$ cat config.mk
export PLATFORM = sky130hd
export DESIGN_NAME = ring_phase_monitor
export DESIGN_NICKNAME = d
export VERILOG_FILES = /design/src/rtl/ring_phase_monitor.sv
export SDC_FILE = /design/constraint.sdc
export NUM_CORES = 1
export LEC_CHECK = 0
export CAP_MARGIN = 20
export CORE_MARGIN = 4
export CORE_UTILIZATION = 50
export DETAILED_ROUTE_END_ITERATION = 10
export HOLD_SLACK_MARGIN = 0.02
export PLACE_DENSITY_LB_ADDON = 0.2
export SYNTH_ARGS = -nofsm -noshare
export SYNTH_HDL_FRONTEND = slang
export SYNTH_SLANG_ARGS = --single-unit
$ cat constraint.sdc
create_clock -name c -period 3.4 [get_ports c]
set_clock_uncertainty 0.1 [all_clocks]
set_input_delay 0.34 -clock c [delete_from_list [all_inputs] [get_ports c]]
set_output_delay 0.34 -clock c [all_outputs]
set_load 0.005 [all_outputs]
$ cat src/rtl/ring_phase_monitor.sv
// Watches a one-hot ring counter: encodes its phase, tracks lock on the expected
// rotation, counts revolutions while locked and flags/counts sequence faults.
module ring_phase_monitor #(
    parameter int N        = 4,
    parameter int DIR      = 0,
    parameter int LOCK_CNT = 2,
    parameter int REV_W    = 8,
    parameter int ERR_W    = 4
) (
    input  logic                 c,
    input  logic                 r,
    input  logic                 en,
    input  logic [N-1:0]         q_in,
    input  logic                 clr_err,
    output logic [$clog2(N)-1:0] idx,
    output logic                 idx_valid,
    output logic                 locked,
    output logic                 err,
    output logic                 err_pulse,
    output logic [ERR_W-1:0]     err_cnt,
    output logic [REV_W-1:0]     rev_cnt
);
    localparam int IW   = $clog2(N);
    localparam int GW   = $clog2(LOCK_CNT + 1);
    localparam int WRAP = (DIR != 0) ? N - 1 : 0;

    typedef enum logic [1:0] {SEED, SYNC, LOCKED} state_t;

    state_t          state, state_n;
    logic [GW-1:0]   good, good_n;
    logic [N-1:0]    prev, rot;
    logic [IW-1:0]   pos;
    logic            onehot, step_ok, fault, fault_e, rev_inc;

    assign rot     = (DIR != 0) ? {prev[0], prev[N-1:1]} : {prev[N-2:0], prev[N-1]};
    assign onehot  = $onehot(q_in);
    assign step_ok = onehot && (q_in == rot);
    assign fault_e = en && fault;
    assign locked  = (state == LOCKED);

    always_comb begin
        pos = '0;
        for (int i = 0; i < N; i++)
            if (q_in[i]) pos = IW'(i);
    end

    always_comb begin
        state_n = state;
        good_n  = good;
        fault   = 1'b0;
        rev_inc = 1'b0;
        case (state)
            SEED: begin
                if (onehot) begin
                    state_n = SYNC;
                    good_n  = '0;
                end
            end
            SYNC: begin
                if (step_ok) begin
                    good_n = good + 1'b1;
                    if (good_n == GW'(LOCK_CNT)) state_n = LOCKED;
                end else if (onehot) begin
                    good_n = '0;
                end else begin
                    state_n = SEED;
                end
            end
            LOCKED: begin
                if (step_ok) begin
                    rev_inc = q_in[WRAP];
                end else begin
                    // a one-hot offender becomes the new seed, anything else restarts
                    fault   = 1'b1;
                    good_n  = '0;
                    state_n = onehot ? SYNC : SEED;
                end
            end
            default: state_n = SEED;
        endcase
    end

    always_ff @(posedge c or negedge r) begin
        if (!r) begin
            state     <= SEED;
            good      <= '0;
            prev      <= '0;
            idx       <= '0;
            idx_valid <= 1'b0;
            rev_cnt   <= '0;
        end else if (en) begin
            state     <= state_n;
            good      <= good_n;
            prev      <= q_in;
            idx_valid <= onehot;
            if (onehot)  idx     <= pos;
            if (rev_inc) rev_cnt <= rev_cnt + 1'b1;
        end
    end

    // fault bookkeeping runs every edge so clr_err works while sampling is frozen
    always_ff @(posedge c or negedge r) begin
        if (!r) begin
            err       <= 1'b0;
            err_pulse <= 1'b0;
            err_cnt   <= '0;
        end else begin
            err_pulse <= fault_e;
            if (fault_e) begin
                err <= 1'b1;
                if (clr_err)        err_cnt <= ERR_W'(1);
                else if (~&err_cnt) err_cnt <= err_cnt + 1'b1;
            end else if (clr_err) begin
                err     <= 1'b0;
                err_cnt <= '0;
            end
        end
    end
endmodule

==> impl_metrics.yaml, run 1 <==
clock_network:
  cts_root_buf: "clkbuf_4"
  cts_sinks: 25
  cts.hold.buffers_added: 0
  numCtsBuffers: 3
  cts_setup_buffers: 0
  cts_tree: "built"
  clk_pin_slew_worst_paths_ps: 150
  clk_latency_ps: 310
  ctsResizeCount: 0
  cts-htree-levels: 1
  clock_path_buffers: 2
sta:
  slew_violations: 0
  slew_headroom: 0.628
  finalHoldViolations: 0
  setup_ws_ps: 441
  fin_crit_sh: 0.870
  max_freq_mhz: 338
  setup_tns_ps: 0
  tightestPinTransition_ps: 556
  period_minus_slack_ps: 2960
  rsz0062_at_grt: "no"
  setup_violations: 0
critical_path:
  max_stage_delay_ps: 530
  cp-start-kind: "input port"
  crit_required_ps: 3520
  r2r-end: "err_cnt[1]"
  crit_family: "adder cells"
  rrSetupSlack_ps: 1450
  critical_path.slowest_cell: "clkdlybuf4s50_1"
  path_cells: "clkdlybuf4s50_1 > inv_1 > fa_1 > inv_1 > ha_1 > ha_1 > nor3b_4 > o21ai_0 > a31oi_1 > nor2b_1 > mux2_2"
  crit_fanout: 4
  worstReg2RegStart: "state[0]"
  critical_path_buf_inv_count: 3
  endpoint_kind: "flop"
  r2r_cells: 6
  cp.arrival_ps: 3080
  path_class: "input port to flop"
drt:
  drt_iter0_drc: 24
  ant_nets: 0
  routed_wl_um: 2630
  via_count: 1014
  viasPerCell: 5.48
  wire_per_inst_um: 14.2
  drc: 0
  top_layer: "met4"
  dr.pass1.iters: 4
  dr_wl_met3_um: 100
  met1_length_um: 1130
  dr_wl_met2_um: 1380
logic_synthesis:
  ys_warn_count: 0
  synth_edf_count: 0
  yosysSeqAreaShare: 0.456
  ys.flop_type: "dfrtp_1"
  syn_area_um2: 1370
  ys_types: 31
  synth-async-reset-ratio: 1.00
  ys_ff_latch: 25
  avgSynthCellArea_um2: 11.1
  synthCells: 124
  synth_nets: 142
global_route:
  grt_max_degree: 17
  track_usage: 0.159
  antenna_found_initial: 0
  overflow: 0
  grt_pass1_vias: 1063
  grt_first_pass_wirelength_um: 4450
place:
  io_buffer_count: 25
  place_ws_ps: 70.3
  dp_hpwl_um: 2050
  place_congestion: 0.773
die:
  die_width_um: 60.4
  io_pins: 26
  rows: 18
  die_h_um: 60.4
  coreArea_um2: 2540
  initial_core_util: 0.539
  fp.dieArea_um2: 3650
final_layout:
  diodes: 0
  layout.nets: 174
  final_cell_mix: "25 x dfrtp_1, 25 x clkdlybuf4s50_1, 11 x inv_1, 10 x nor2_1, 9 x ha_1"
  drive_above_1_share: 0.129
  syn2layout_area_growth_pct: 25.2
pwr:
  p_leak_nw: 0.785
  peakVddDrop_mv: 0.303
  cellPowerDensity_nw_per_um2: 387
run_status:
  outcome: "finished, final reports clean"
worst_hold_path:
  min_path_type: "input port to async pin"
job:
  max_cap_viol_count: 0
## synth_stat cells, types with 2 or more instances
| master | count | area share |
|---|---|---|
| a211oi_1 | 2 | 0.011 |
| a21oi_1 | 4 | 0.015 |
| a31oi_1 | 3 | 0.014 |
| and3_1 | 2 | 0.0091 |
| buf_6 | 2 | 0.016 |
| dfrtp_1 | 25 | 0.46 |
| ha_1 | 9 | 0.082 |
| inv_1 | 11 | 0.030 |
| mux2_2 | 7 | 0.057 |
| nand2_1 | 8 | 0.022 |
| nand3_1 | 2 | 0.0073 |
| nand4_1 | 4 | 0.018 |
| nand4bb_1 | 2 | 0.016 |
| nor2_1 | 10 | 0.027 |
| nor2b_1 | 2 | 0.0091 |
| o21ai_0 | 7 | 0.026 |
| xnor2_1 | 3 | 0.019 |
| xor2_1 | 8 | 0.051 |
## routing by layer
metal / up-vias / GRT usage
met5: - / 0
li1: 495 / -
met2: 17 / 0.285
met3: 2 / 0.0255
met4: 0 / 0.0506
met1: 500 / 0.195
## final cells by class
cell class	count	area [um^2]
tap	30	37.5
multi-input combinational	86	683
inverter	11	41.3
fill	204	827
timing repair buffer	29	300
clock buffer	3	22.5
sequential	25	626
clock inverter	1	7.51
## report_power, final
group	leakage [nW]	internal (mW)	switching, mW
clock network	0.0139	0.0448	0.0929
logic	0.438	0.101	0.0832
registers	0.332	0.323	0.0204
## metrics by stage
| step | std cells | utilization | hold WS (ps) | total power, mW | instance area, um^2 |
|---|---|---|---|---|---|
| floorplan | 124 | - | -55.6 | 0.453 | 1370 |
| global placement | 180 | 0.652 | 357 | 0.516 | 1660 |
| detailed placement | 181 | 0.663 | 360 | 0.531 | 1690 |
| CTS | 185 | 0.675 | 271 | 0.671 | 1720 |
| global route | 185 | 0.675 | 274 | 0.705 | 1720 |
| finish | 185 | 0.675 | 263 | 0.665 | 1720 |
## how the worst max path moves through the flow
| stage | slack, ps | start | end | cells past startpoint |
|---|---|---|---|---|
| floorplan | 610 | q_in[0] | state[0] | 10 |
| global placement | 190 | q_in[0] | state[0] | 11 |
| detailed placement | 70 | q_in[0] | state[0] | 11 |
| CTS | 420 | q_in[0] | state[0] | 11 |
| global route | 340 | q_in[0] | state[0] | 11 |
| finish | 440 | q_in[0] | state[0] | 11 |
## cell families (layout without fill, tap and decap cells)
kind of cell / count (synthesis) / after routing / synth area share
adder cells (fa/ha/maj): 10 / 10 / 0.0966
XOR/XNOR: 11 / 11 / 0.0702
multiplexers: 8 / 8 / 0.0647
flip-flops: 25 / 25 / 0.456
buffers and inverters: 13 / 44 / 0.0465
AND/OR/NAND/NOR: 34 / 34 / 0.146
AO/OA/AOI/OAI: 23 / 23 / 0.120
## worst register-to-register path, cell delays in order (launching register included)
cell and delay, ps:
dfrtp_1 460, inv_1 110, ha_1 380, nand2_1 170
a211oi_1 330, mux2i_1 250, nor2_1 60
## state kept, by name, summed over array words and instances (netlist names)
name	cells
state	2
rev_cnt	8
prev	4
err_pulse	1
idx_valid	1
good	2
err	1
idx	2
err_cnt	4
(Power assumes the default switching activity.)
==> inputs of run 2 (changes only) <==
--- a/config.mk
+++ b/config.mk
@@ -5,7 +5,6 @@
 export SDC_FILE = /design/constraint.sdc
 export NUM_CORES = 1
 export LEC_CHECK = 0
-export CAP_MARGIN = 20
 export CORE_MARGIN = 4
 export CORE_UTILIZATION = 50
 export DETAILED_ROUTE_END_ITERATION = 10
==> impl_metrics.yaml, run 2 (synthesis results as in run 1) <==
sta:
  setup_violations: 0
  max_freq_mhz: 339
  finalHoldViolations: 0
  tightestPinTransition_ps: 1130
  setup_tns_ps: 0
  slew_violations: 0
  period_minus_slack_ps: 2950
  rsz0062_at_grt: "no"
  fin_crit_sh: 0.868
  slew_headroom: 0.244
  setup_ws_ps: 447
global_route:
  track_usage: 0.163
  grt_pass1_vias: 1052
  grt_max_degree: 26
  grt_first_pass_wirelength_um: 4530
  antenna_found_initial: 0
  overflow: 0
pwr:
  p_leak_nw: 0.772
  switchingPower_mw: 0.195
  p_int_mw: 0.464
  cellPowerDensity_nw_per_um2: 390
  p_sw_frac: 0.296
  peakVddDrop_mv: 0.312
  p_clk_frac: 0.210
  combPwrFrac: 0.270
  seqPwrFrac: 0.520
critical_path:
  r2r_cells: 6
  rrSetupSlack_ps: 1460
  cp.arrival_ps: 3070
  worstReg2RegStart: "state[0]"
  path_cells: "clkdlybuf4s50_1 > inv_1 > fa_1 > inv_1 > ha_1 > ha_1 > nor3b_4 > o21ai_0 > a31oi_1 > nor2b_1 > mux2_2"
  critical_path.slowest_cell: "clkdlybuf4s50_1"
  max_stage_delay_ps: 530
  critical_path_buf_inv_count: 3
  cp-start-kind: "input port"
  endpoint_kind: "flop"
  crit_fanout: 4
  crit_end: "state[0]"
  path_class: "input port to flop"
  crit_family: "adder cells"
  r2r-end: "err_cnt[1]"
  crit_required_ps: 3520
  crit_cells: 11
  crit_start: "q_in[0]"
final_layout:
  largestRegisters: "rev_cnt (8), err_cnt (4), prev (4)"
  largest_reg_flops: 8
  final-seq-area_um2: 626
  final_cell_mix: "25 x dfrtp_1, 25 x clkdlybuf4s50_1, 11 x inv_1, 10 x nor2_1, 9 x ha_1"
  nFillCells: 212
  diodes: 0
  drive_above_1_share: 0.123
  layout.nets: 173
  largest_register: "rev_cnt"
  syn2layout_area_growth_pct: 23.2
  multi_input_area_um2: 683
drt:
  routed_wl_um: 2620
  viasPerCell: 5.46
  drt_iter0_drc: 31
  dr.pass1.iters: 4
  drc: 0
  via_count: 1005
  ant_nets: 0
  wire_per_inst_um: 14.2
clock_network:
  clock_path_buffers: 2
  cts-htree-levels: 1
  clk_latency_ps: 320
  cts_setup_buffers: 0
  cts_tree: "built"
  cts.hold.buffers_added: 0
  numCtsBuffers: 3
  ctsResizeCount: 0
  cts_sinks: 25
  cts_root_buf: "clkbuf_4"
  clk_pin_slew_worst_paths_ps: 150
die:
  fp.dieArea_um2: 3650
  rows: 18
  initial_core_util: 0.539
  die_h_um: 60.4
  io_pins: 26
  coreArea_um2: 2540
  die_width_um: 60.4
place:
  dp_hpwl_um: 1970
  place_ws_ps: 79.6
  place_congestion: 0.773
  io_buffer_count: 25
worst_hold_path:
  min_path_type: "flop to flop"
run_status:
  outcome: "finished, final reports clean"
job:
  max_cap_viol_count: 0
==> run 2: changes by cell type in the layout (fill, tap and decap cells not counted) <==
cell,previous run,this run
buf_16,1,0
==> run 2: power by group through the flow <==
stage | clock (mW) | combinational [mW] | sequential, mW
3_5_place_dp | 0 | 0.180 | 0.349
6_report | 0.139 | 0.178 | 0.343
5_1_grt | 0.157 | 0.200 | 0.347
2_1_floorplan | 0 | 0.109 | 0.345
4_1_cts | 0.144 | 0.181 | 0.343
3_3_place_gp | 0 | 0.172 | 0.345
==> run 2: worst register-to-register path, delay by kind of cell (launching register included) <==
| kind | cells | cell delay [ps] |
|---|---|---|
| adders and majority gates | 1 | 380 |
| AOI/OAI and AO/OA | 1 | 330 |
| muxes | 1 | 250 |
| DFF | 1 | 460 |
| buffers and inverters | 1 | 110 |
| and+or+nand+nor | 2 | 230 |
==> run 2: layer usage <==
metal / global-route usage / wire length (um)
met2: 0.290 / 1370
met3: 0.0213 / 69
met4: 0.0475 / 19
met1: 0.207 / 1160
met5: 0 / 0
==> run 2: cell type report <==
class	instances	area share
multi-input combinational	86	0.404
sequential	25	0.370
timing repair buffer	28	0.161
inverter	11	0.0244
tap	30	0.0222
clock buffer	3	0.0133
clock inverter	1	0.00444
==> run 2: how the worst min path moves through the flow <==
| stage | end | depth (start not counted) | start | slack [ps] |
|---|---|---|---|---|
| after floorplan | err | 0 | r | -60 |
| after global placement | rev_cnt[7] | 1 | rev_cnt[7] | 360 |
| after detailed placement | rev_cnt[7] | 1 | rev_cnt[7] | 360 |
| after CTS | rev_cnt[7] | 1 | rev_cnt[7] | 380 |
| after global routing | rev_cnt[7] | 1 | rev_cnt[7] | 390 |
| final | rev_cnt[7] | 1 | rev_cnt[7] | 380 |
==> run 2: stage by stage <==
step	util	total power [mW]	hold WS (ps)	std cells	cell area, um^2
after floorplan	-	0.453	-55.6	124	1370
final	0.664	0.659	375	184	1690
after global placement	0.652	0.516	357	180	1660
after CTS	0.664	0.668	381	184	1690
after detailed placement	0.652	0.529	360	180	1660
after global routing	0.664	0.704	388	184	1690
